==> src/rtl/ram_write_arbiter_if.sv <==
// Write-requester port bundle for ram_write_arbiter.
// Handshake: a beat transfers on a rising clk edge where valid && ready are
// both high. The master holds addr/data/last stable while valid is high and
// ready is low. last marks the final beat of a burst.
interface ram_write_arbiter_if #(
    parameter int AW = 6,
    parameter int DW = 8
);
    logic          valid;
    logic          ready;
    logic          last;
    logic [AW-1:0] addr;
    logic [DW-1:0] data;

    modport master (output valid, addr, data, last, input ready);
    modport slave  (input valid, addr, data, last, output ready);
endinterface

==> src/rtl/ram_write_arbiter.sv <==
// ram_write_arbiter: shares one image-RAM write port between the loader (s0)
// and the skeletonization engine (s1). Round-robin at burst boundaries, one
// registered write per cycle, out-of-range beats dropped with a sticky error,
// and a stalled owner loses its grant after TIMEOUT idle-valid cycles.
// Optional feature macro: WRARB_STATS_EN adds per-requester write counters
// wr_cnt0/wr_cnt1 (16-bit, saturating).
module ram_write_arbiter #(
    parameter int N          = 8,
    parameter int bitSize    = 6,
    parameter int pixelWidth = 8,
    parameter int TIMEOUT    = 16
) (
    input  logic                  clk,
    input  logic                  rst,
    ram_write_arbiter_if.slave    s0,
    ram_write_arbiter_if.slave    s1,
    output logic                  ram_we,
    output logic [bitSize-1:0]    ram_addr,
    output logic [pixelWidth-1:0] ram_data,
    output logic                  owner,
    output logic                  busy,
    output logic                  addr_err,
    output logic [1:0]            dbg_state
`ifdef WRARB_STATS_EN
    ,
    output logic [15:0]           wr_cnt0,
    output logic [15:0]           wr_cnt1
`endif
);
    typedef enum logic [1:0] {
        IDLE   = 2'd0,
        GRANT0 = 2'd1,
        GRANT1 = 2'd2
    } state_t;

    localparam int unsigned LIMIT = N * N;
    localparam logic [7:0]  TMO   = 8'(TIMEOUT);

    state_t state, state_nxt;
    logic   prio, prio_nxt;
    logic   owner_nxt;
    logic [7:0] tcnt, tcnt_nxt;

    logic                  acc;
    logic                  acc_last;
    logic                  cur_src;
    logic                  other_valid;
    logic                  acc_in_range;
    logic                  tmo_hit;
    logic [bitSize-1:0]    acc_addr;
    logic [pixelWidth-1:0] acc_data;

    // Readiness depends only on registered state, never on the inputs.
    assign s0.ready  = (state == GRANT0);
    assign s1.ready  = (state == GRANT1);
    assign busy      = (state != IDLE);
    assign dbg_state = state;

    // Select the owner's beat and the other requester's valid.
    always_comb begin
        acc         = 1'b0;
        acc_last    = 1'b0;
        cur_src     = 1'b0;
        other_valid = 1'b0;
        acc_addr    = '0;
        acc_data    = '0;
        case (state)
            GRANT0: begin
                acc         = s0.valid;
                acc_last    = s0.last;
                acc_addr    = s0.addr;
                acc_data    = s0.data;
                other_valid = s1.valid;
            end
            GRANT1: begin
                cur_src     = 1'b1;
                acc         = s1.valid;
                acc_last    = s1.last;
                acc_addr    = s1.addr;
                acc_data    = s1.data;
                other_valid = s0.valid;
            end
            default: ;
        endcase
    end

    assign acc_in_range = (32'(acc_addr) < LIMIT);
    assign tmo_hit      = (state != IDLE) && (tcnt == TMO);

    // Next-state, round-robin pointer, owner and stall counter.
    always_comb begin
        state_nxt = state;
        prio_nxt  = prio;
        owner_nxt = owner;
        tcnt_nxt  = tcnt;
        case (state)
            IDLE: begin
                tcnt_nxt = '0;
                if (s0.valid && (!s1.valid || !prio)) begin
                    state_nxt = GRANT0;
                    prio_nxt  = 1'b1;
                    owner_nxt = 1'b0;
                end else if (s1.valid) begin
                    state_nxt = GRANT1;
                    prio_nxt  = 1'b0;
                    owner_nxt = 1'b1;
                end
            end
            GRANT0, GRANT1: begin
                if (acc) tcnt_nxt = '0;
                else     tcnt_nxt = tcnt + 8'd1;
                // A timeout releases the grant exactly like an accepted last beat.
                if ((acc && acc_last) || tmo_hit) begin
                    tcnt_nxt = '0;
                    if (other_valid) begin
                        state_nxt = cur_src ? GRANT0 : GRANT1;
                        prio_nxt  = cur_src;
                        owner_nxt = ~cur_src;
                    end else begin
                        state_nxt = IDLE;
                    end
                end
            end
            default: state_nxt = IDLE;
        endcase
    end

    // Control registers.
    always_ff @(posedge clk) begin
        if (rst) begin
            state <= IDLE;
            prio  <= 1'b0;
            owner <= 1'b0;
            tcnt  <= '0;
        end else begin
            state <= state_nxt;
            prio  <= prio_nxt;
            owner <= owner_nxt;
            tcnt  <= tcnt_nxt;
        end
    end

    // Registered RAM write port; address/data hold while no write is issued.
    always_ff @(posedge clk) begin
        if (rst) begin
            ram_we   <= 1'b0;
            ram_addr <= '0;
            ram_data <= '0;
            addr_err <= 1'b0;
        end else begin
            ram_we <= acc && acc_in_range;
            if (acc && acc_in_range) begin
                ram_addr <= acc_addr;
                ram_data <= acc_data;
            end
            if (acc && !acc_in_range) addr_err <= 1'b1;
        end
    end

`ifdef WRARB_STATS_EN
    // Saturating count of committed writes per requester.
    always_ff @(posedge clk) begin
        if (rst) begin
            wr_cnt0 <= '0;
            wr_cnt1 <= '0;
        end else if (acc && acc_in_range) begin
            if (!cur_src && wr_cnt0 != 16'hFFFF) wr_cnt0 <= wr_cnt0 + 16'd1;
            if (cur_src && wr_cnt1 != 16'hFFFF)  wr_cnt1 <= wr_cnt1 + 16'd1;
        end
    end
`endif

endmodule
==> src/flat_wrapper.sv <==
// flat-port wrapper written by rule: the top's interface ports become plain ports
module ram_write_arbiter_flat 
#(
    parameter int N          = 8,
    parameter int bitSize    = 6,
    parameter int pixelWidth = 8,
    parameter int TIMEOUT    = 16
)
  (clk, rst, ram_we, ram_addr, ram_data, owner, busy, addr_err, dbg_state, s0_valid, s0_addr, s0_data, s0_last, s0_ready, s1_valid, s1_addr, s1_data, s1_last, s1_ready);
  ram_write_arbiter_if s0_i ();
  ram_write_arbiter_if s1_i ();
  input  logic clk;
  input  logic rst;
  output logic ram_we;
  output logic [bitSize-1:0] ram_addr;
  output logic [pixelWidth-1:0] ram_data;
  output logic owner;
  output logic busy;
  output logic addr_err;
  output logic [1:0] dbg_state;
  input wire logic [$bits(s0_i.valid)-1:0] s0_valid;
  input wire logic [$bits(s0_i.addr)-1:0] s0_addr;
  input wire logic [$bits(s0_i.data)-1:0] s0_data;
  input wire logic [$bits(s0_i.last)-1:0] s0_last;
  output wire logic [$bits(s0_i.ready)-1:0] s0_ready;
  input wire logic [$bits(s1_i.valid)-1:0] s1_valid;
  input wire logic [$bits(s1_i.addr)-1:0] s1_addr;
  input wire logic [$bits(s1_i.data)-1:0] s1_data;
  input wire logic [$bits(s1_i.last)-1:0] s1_last;
  output wire logic [$bits(s1_i.ready)-1:0] s1_ready;
  assign s0_i.valid = s0_valid;
  assign s0_i.addr = s0_addr;
  assign s0_i.data = s0_data;
  assign s0_i.last = s0_last;
  assign s0_ready = s0_i.ready;
  assign s1_i.valid = s1_valid;
  assign s1_i.addr = s1_addr;
  assign s1_i.data = s1_data;
  assign s1_i.last = s1_last;
  assign s1_ready = s1_i.ready;
  ram_write_arbiter #(.N(N), .bitSize(bitSize), .pixelWidth(pixelWidth), .TIMEOUT(TIMEOUT)) u_core (.clk(clk), .rst(rst), .s0(s0_i), .s1(s1_i), .ram_we(ram_we), .ram_addr(ram_addr), .ram_data(ram_data), .owner(owner), .busy(busy), .addr_err(addr_err), .dbg_state(dbg_state));
endmodule
==> config.mk <==
export PLATFORM = sky130hd
export DESIGN_NAME = ram_write_arbiter_flat
export DESIGN_NICKNAME = d
export VERILOG_FILES = /design/src/rtl/ram_write_arbiter_if.sv /design/src/rtl/ram_write_arbiter.sv /design/src/flat_wrapper.sv
export SDC_FILE = /design/constraint.sdc
export NUM_CORES = 1
export LEC_CHECK = 0
export ABC_AREA = 1
export BUFFER_PORTS_ARGS = -buffer_cell sky130_fd_sc_hd__buf_4
export CORE_MARGIN = 5
export CORE_UTILIZATION = 48
export CTS_CLUSTER_DIAMETER = 150
export DETAILED_ROUTE_END_ITERATION = 6
export PLACE_DENSITY = 0.88
export SLEW_MARGIN = 20
export SYNTH_ARGS = -nofsm -noshare
export SYNTH_HDL_FRONTEND = slang
export SYNTH_SLANG_ARGS = --single-unit
export TNS_END_PERCENT = 100
==> constraint.sdc <==
create_clock -name clk -period 2.3 [get_ports clk]
set_input_delay 0.23 -clock clk [delete_from_list [all_inputs] [get_ports clk]]
set_output_delay 0.23 -clock clk [all_outputs]
set_load 0.1 [all_outputs]
### Word level (Yosys, flattened, before mapping)

Index checks and enable logic that the tools add are counted.

* add/sub/neg operators: 1
* equality and inequality tests: 6
* multiplexer cells: 25
* bitwise operators: 1
* reduce and logical (&&, ||, !) cells: 13

Operators with widths (count)
* 8-bit one-hot mux with 2 select lines: 2
* 8-bit two-way mux: 2
* 6-bit one-hot mux with 2 select lines: 1
* 2-bit two-way mux: 5
* 1-bit one-hot mux with 2 select lines: 5
* 1-bit two-way mux: 9
* 8-bit by 1-bit adder with 8-bit output (second input constant): 1
* 8-bit by 5-bit == test with 1-bit output (second input constant): 1
* 2-bit by 1-bit inequality test with 1-bit output (second input constant): 2
* 2-bit one-hot mux with 2 select lines: 1
* 4-bit AND reduction: 1
* 2-bit nonzero test: 2
* 1-bit logical AND: 3
* 3-bit by 2-bit inequality test with 1-bit output (second input constant): 1
* 2-bit by 1-bit == test with 1-bit output (second input constant): 1
* 2-bit == test (second input constant): 1
* 1-bit logical NOT: 2
* 2-bit logical NOT: 1
* 1-bit logical OR: 2
* 2-bit AND reduction: 1
* 2-bit OR reduction: 1
* 1-bit inverter: 1

* register bits after elaboration: 27
* output and inout port bits: 22
* word-level logic and storage cells: 53

### Logic depth before layout (Yosys ltp)

Gate-level depths: netlist of run 1.

* depth after elaboration: 6
* mapped depth: 13
* gate-level depth less buffers: 12

### Worst setup path before layout of run 1

OpenSTA, ideal clock, no wires.

* path type: reg-to-reg
* start point: register u_core.state[0] (netlist: u_core.dbg_state[0])
* end point: register u_core.state[0] (netlist: u_core.dbg_state[0])
* setup time: 0.117 ns
* arrival: 2.882 ns
* slack: -0.699 ns
* cell stages (with the launch flop): 13
* buffers on the path: 2
* clock period less this slack: 2.999 ns
* cell sequence: dfxtp_1 ha_1 buf_2 nand3_2 nand2_2 buf_6 nand2_4 nand3_4 nand2_2 inv_2 nand2_1 nand2_1 nor2_1

* longest elaborated chain between the ends: 6
* elaborated cells between the ends (all ways): 19
* those cells by class: 4 x eq/ne; 8 x mux; 7 x reduce/logical

RTL lines
* start, declared: RTL line ram_write_arbiter.sv:39 `state_t state, state_nxt;`
* start signal, assigned: RTL line ram_write_arbiter.sv:136 `state <= state_nxt;`
* 2-bit by 1-bit == test with 1-bit output (*)
* named net s0_ready: RTL line flat_wrapper.sv:25 `output wire logic [$bits(s0_i.ready)-1:0] s0_ready;`
* 1-bit one-hot mux with 2 select lines: RTL line ram_write_arbiter.sv:67 `case (state)`
* 1-bit logical AND: RTL line ram_write_arbiter.sv:113 `if ((acc && acc_last) || tmo_hit) begin`
* 1-bit logical OR: RTL line ram_write_arbiter.sv:113
* 2-bit by 1-bit inequality test with 1-bit output (no source line)
* 2-bit AND reduction (no source line)

Mark *: on every way through the listed nets, which the timed path passes. The rest lies on a longest branch. The select of a mux whose other input is x is not followed.
A chain may end at the register's enable or synchronous reset.

### Worst setup path in the final report of run 1

* start point: register u_core.state[0] (netlist: u_core.dbg_state[0])
* end point: register u_core.tcnt[3]

* longest elaborated chain between the ends: 6
* elaborated cells between the ends (all ways): 14
* those cells by class: 2 x eq/ne; 5 x mux; 7 x reduce/logical

RTL lines
* 2-bit == test / 2-bit by 1-bit == test with 1-bit output (equally long branches): RTL line ram_write_arbiter.sv:67, ram_write_arbiter.sv:96
* 1-bit one-hot mux with 2 select lines: RTL line ram_write_arbiter.sv:67
* 1-bit logical AND: RTL line ram_write_arbiter.sv:113
* 1-bit logical OR: RTL line ram_write_arbiter.sv:113
* 8-bit two-way mux: RTL line ram_write_arbiter.sv:113
* 8-bit one-hot mux with 2 select lines: RTL line ram_write_arbiter.sv:96 `case (state)`
* end signal, assigned: RTL line ram_write_arbiter.sv:139 `tcnt <= tcnt_nxt;`
* end, declared: RTL line ram_write_arbiter.sv:42 `logic [7:0] tcnt, tcnt_nxt;`

Several ways; a longest one is shown, not always the timed one.

==> results of run 1 <==
-- registers in the layout (all words and copies together) (netlist names) --
name              cells
u_core.dbg_state      2
u_core.tcnt           8
u_core.ram_addr       6
u_core.prio           1
u_core.ram_data       8
u_core.owner          1
u_core.ram_we         1
-- metal layers --
metal | up-vias | GRT usage | part of all wire
li1 | 730 | - | -
met1 | 613 | 0.223 | 0.44
met2 | 58 | 0.280 | 0.45
met3 | 4 | 0.0622 | 0.11
met4 | 0 | 0.0607 | 0.010
met5 | - | 0 | 0
-- power by group --
group          switching, mW  total (mW)  internal, mW
Combinational           1.47        1.94         0.476
Sequential            0.0730       0.652         0.579
Clock                  0.144       0.210        0.0654
-- cell families (layout without fill, tap and decap cells) --
kind of cell | after synthesis | in the layout | synth area share
other cells | 1 | 1 | 0.00261
simple gates | 92 | 92 | 0.295
xor+xnor | 3 | 3 | 0.0183
flops | 27 | 27 | 0.376
fa+ha+maj | 6 | 6 | 0.0522
buf+inv | 30 | 77 | 0.102
compound gates | 34 | 34 | 0.155
-- path summary, 6_finish.rpt --
check,from,endpoint,slack (ns),depth (start not counted)
worst max-delay path,u_core.dbg_state[0]$_SDFFE_PP0P_,u_core.tcnt[3]$_SDFFE_PP0P_,0.42,9
worst min-delay path,rst,u_core.tcnt[1]$_SDFFE_PP0P_,0.11,2
worst max register to register,u_core.dbg_state[0]$_SDFFE_PP0P_,u_core.tcnt[3]$_SDFFE_PP0P_,0.42,9
worst min register to register,u_core.prio$_SDFFE_PP0P_,u_core.prio$_SDFFE_PP0P_,0.50,2
-- cell usage after synthesis, drive strengths merged, types with 3 or more instances --
library cell and n:
xor2 3, ha 6, o21ai 15, clkbuf 4
nand3 9, nor2 33, dfxtp 27, a311oi 4
buf 8, inv 18, nand2 43, nor3 4
a21oi 5, a221oi 10
-- cell type report --
cell class              count  area [sq um]  area share
clock buffers               3          22.5      0.0121
clock inverters             1          5.00     0.00270
inverters                  18          67.6      0.0364
multi-input cells         136           767       0.413
flip-flops and latches     27           543       0.292
well taps                  31          38.8      0.0209
repair buffers             55           413       0.222
-- critical path, delay by kind of cell, from the launching register on --
family / cells / cell delay, ns
fa+ha+maj: 1 / 0.44
flops: 1 / 0.42
simple gates: 6 / 0.72
buf+inv: 2 / 0.26
==> results_dict.tcl, run 1 <==
set metrics [dict create \
    syn_area_per_cell_sq_um 7.46 \
    cts_tree "yes" \
    ys.flop_type "dfxtp_1" \
    syn_nets 233 \
    crit_arrival_ns 2.16 \
    die_h_um 64.8 \
    synth_top_area_frac 0.376 \
    cts.clk_slew.worst_paths_ns 0.15 \
    die_w_um 64.8 \
    p_leak_nw 0.859 \
    path_class "flip-flop to flip-flop" \
    synth_cells 193 \
    path_cells "inv_1, ha_1, nand3_2, nand2_2, inv_2, nand3_1, nand2_1, nand2_2, nor3b_2" \
    critical_path.max_fanout 12 \
    hpwl_mm 2.63 \
    fin_util 0.662 \
    cts_buffer_depth 2 \
    min_period_ns 1.88 \
    initial_core_util 0.513 \
    finalHoldViolations 0 \
    critPathMaxStageDelay_ns 0.44 \
    tns_ns 0 \
    critPathSlowestCell "ha_1" \
    route.detailed.drc 0 \
    required_ns 2.58 \
    design_power_total_mw 2.81 \
    finalMaxSlewViolations 0 \
    routed-via-count 1405 \
    crit_top_cell "nand2_2" \
    clk_latency_ns 0.33 \
    drive_gt1_frac 0.317 \
    drt_wl_total_mm 3.44 \
    ioPinCount 56 \
    syn_area_sq_um 1440 \
    ys_ff_latch 27 \
    yosys.area.top_type "dfxtp_1" \
    grt_max_degree 21 \
    drt-vias-per-instance 5.18 \
    layout_commonest_cell "buf_4" \
    rsz0062_at_grt "false" \
    gp_congestion 0.846 \
    grt_pass1_vias 1359 \
    placed_area_sq_um 1830 \
    grt_use_total 0.177 \
    synthToLayoutAreaGrowth_pct 29.0 \
    ant_nets 0 \
    worst_hold_slack_ns 0.114 \
    hp-class "primary input to flip-flop" \
    antenna_cells 0 \
    place_ws_ns 0.448 \
    yosysWarnings 0 \
    final_cell_mix "55 x buf_4, 39 x nand2_1, 33 x nor2_1" \
    cts_resized 0 \
    fillers 236 \
    fin_crit_sh 0.819 \
    place.port_buffers 54 \
    die_area_sq_um 4190 \
    holdBufCountCts 0 \
    h-tree-depth 1 \
    setup_ws_ns 0.416 \
    status "finished, final reports clean" \
    critPathLaunchType "flip-flop" \
    synth_edf_count 0 \
    cellPowerDensity_nw_per_um2 1510 \
    drt_iter0_markers 48 \
    postCtsSetupBuffers 0 \
    cp-end-kind "flip-flop" \
    nNetsFinal 281 \
    vdd_ir_drop_max_mv 0.906 \
    setup_viol 0 \
    first_pass_iters 4 \
    place_inst 267 \
    fmax_mhz 531 \
    cts_root_buf "clkbuf_4" \
    grt_overflow 0 \
    finalInstanceArea_sq_um 1860 \
    max_cap_viol_count 0 \
    grt_pass1_wl_mm 5.95 \
    wl_per_cell_um 12.7 \
    synthDistinctLibCells 26 \
    final_cells 271 \
    numCtsBuffers 3 \
    clkSinkCount 27 \
    fin_skew_ns 0.00506 \
    num_rows 19 \
    core_area_sq_um 2810 \
    synth_async_sr_flop_share 0 \
    synth.area.top_cells "dfxtp_1 38%, nand2_1 10%, nor2_1 8.6%, a221oi_1 6.1%, ha_1 5.2%" \
    antenna_found_initial 0 \
    ys_seq_area_frac 0.376 \
]
(Power assumes the default switching activity.)
==> run 2, diff against run 1 <==
- clock period: 2.3 -> 1.8 ns (I/O delays scaled with it)
==> run 2 against run 1 <==
  * Non-clock buffer count increased by 4
  * Sequential share of layout area decreased by 1.6 points
  * Register-to-register slack got worse by 0.29 ns
  * Critical path type unchanged
  * Critical endpoint is now u_core.ram_data[2]$_SDFFE_PP0P_
  * Largest cell class unchanged
  * Largest power group unchanged
  * Highest routed layer unchanged
==> results_dict.tcl, run 2 (same netlist as run 1, synthesis figures left out) <==
set metrics [dict create \
    final_cells 275 \
    layout_commonest_cell "buf_4" \
    status "finished, final reports clean" \
    grt_pass1_vias 1334 \
    finalHoldViolations 0 \
    critical_path.max_fanout 7 \
    final_cell_mix "58 x buf_4, 39 x nand2_1, 33 x nor2_1" \
    fmax_mhz 598 \
    critPathLaunchType "flip-flop" \
    antenna_found_initial 0 \
    drive_gt1_frac 0.381 \
    drt-vias-per-instance 5.24 \
    clkSinkCount 27 \
    numCtsBuffers 3 \
    grt_pass1_wl_mm 5.87 \
    routed-via-count 1442 \
    drt_iter0_markers 71 \
    gp_congestion 0.868 \
    num_rows 19 \
    drt_wl_total_mm 3.52 \
    max_cap_viol_count 0 \
    placed_area_sq_um 1940 \
    crit_arrival_ns 1.90 \
    synthToLayoutAreaGrowth_pct 37.7 \
    hp-class "primary input to flip-flop" \
    wl_per_cell_um 12.8 \
    cellPowerDensity_nw_per_um2 1900 \
    grt_use_total 0.177 \
    multi_input_area_sq_um 846 \
    core_area_sq_um 2810 \
    setup_viol 0 \
    cts_root_buf "clkbuf_4" \
    min_period_ns 1.67 \
    required_ns 2.03 \
    vdd_ir_drop_max_mv 1.13 \
    cts_resized 0 \
    ioPinCount 56 \
    fillers 216 \
    place.port_buffers 54 \
    first_pass_iters 4 \
    path_class "flip-flop to flip-flop" \
    place_inst 271 \
    cts_tree "yes" \
    cts.clk_slew.worst_paths_ns 0.14 \
    grt_max_degree 19 \
    h-tree-depth 1 \
    rsz0062_at_grt "false" \
    cts_buffer_depth 2 \
    p_leak_nw 0.914 \
    fin_crit_sh 0.929 \
    largestRegisters "u_core.ram_data (8), u_core.tcnt (8), u_core.ram_addr (6)" \
    finalMaxSlewViolations 0 \
    die_h_um 64.8 \
    fin_skew_ns 0.00332 \
    die_w_um 64.8 \
    layout.area.seq_sq_um 548 \
    route.detailed.drc 0 \
    clk_latency_ns 0.32 \
    antenna_cells 0 \
    nNetsFinal 285 \
    postCtsSetupBuffers 0 \
    initial_core_util 0.513 \
    hpwl_mm 2.75 \
    cp-end-kind "flip-flop" \
    die_area_sq_um 4190 \
    grt_overflow 0 \
    finalInstanceArea_sq_um 1980 \
    ant_nets 0 \
    holdBufCountCts 0 \
]
[run 2: critical path: stages, from the launching register on]
cell	delay, ns
dfxtp_4	0.41
inv_2	0.06
ha_2	0.39
nand3_2	0.09
nand2_2	0.14
inv_4	0.08
buf_4	0.17
a221oi_2	0.17
nor2_1	0.06
[run 2: layout make-up]
| cell class | count | area share |
|---|---|---|
| multi-input cells | 136 | 0.427 |
| repair buffers | 59 | 0.226 |
| clock buffers | 4 | 0.0133 |
| inverters | 18 | 0.0379 |
| well taps | 31 | 0.0196 |
| flip-flops and latches | 27 | 0.277 |
[run 2: stage by stage]
| stage | util | setup slack [ns] | hold slack (ns) | total power, mW | TNS (ns) |
|---|---|---|---|---|---|
| global placement | 0.690 | 0.151 | 0.409 | 3.48 | 0 |
| finish | 0.706 | 0.128 | 0.0719 | 3.77 | 0 |
| detailed placement | 0.690 | 0.0883 | 0.415 | 3.51 | 0 |
| CTS | 0.699 | 0.0413 | 0.0648 | 3.77 | 0 |
| global route | 0.706 | 0.0213 | 0.0545 | 4.02 | 0 |
| floorplan | - | -0.0637 | 0.315 | 3.08 | -0.218 |
[run 2: routing by layer]
metal | track usage | part of all wire | vias up | wire length, um
met5 | 0 | 0 | - | 0
met3 | 0.0604 | 0.11 | 5 | 397
met2 | 0.281 | 0.44 | 60 | 1540
met1 | 0.218 | 0.43 | 640 | 1530
li1 | - | - | 737 | -
met4 | 0.0765 | 0.013 | 0 | 47
[run 2: path summary, 6_finish.rpt]
check / cells past startpoint / end / slack [ns] / startpoint
worst max-delay path: 8 / u_core.ram_data[2]$_SDFFE_PP0P_ / 0.13 / u_core.dbg_state[1]$_SDFFE_PP0P_
worst min-delay path: 2 / u_core.prio$_SDFFE_PP0P_ / 0.07 / rst
worst max register to register: 8 / u_core.ram_data[2]$_SDFFE_PP0P_ / 0.13 / u_core.dbg_state[1]$_SDFFE_PP0P_
worst min register to register: 2 / u_core.prio$_SDFFE_PP0P_ / 0.47 / u_core.prio$_SDFFE_PP0P_
[run 2: report_power, final]
part / total (mW) / internal, mW / leakage (nW) / switching [mW]
clock: 0.260 / 0.0868 / 0.0150 / 0.174
combinational: 2.66 / 0.715 / 0.678 / 1.95
sequential: 0.849 / 0.749 / 0.221 / 0.100
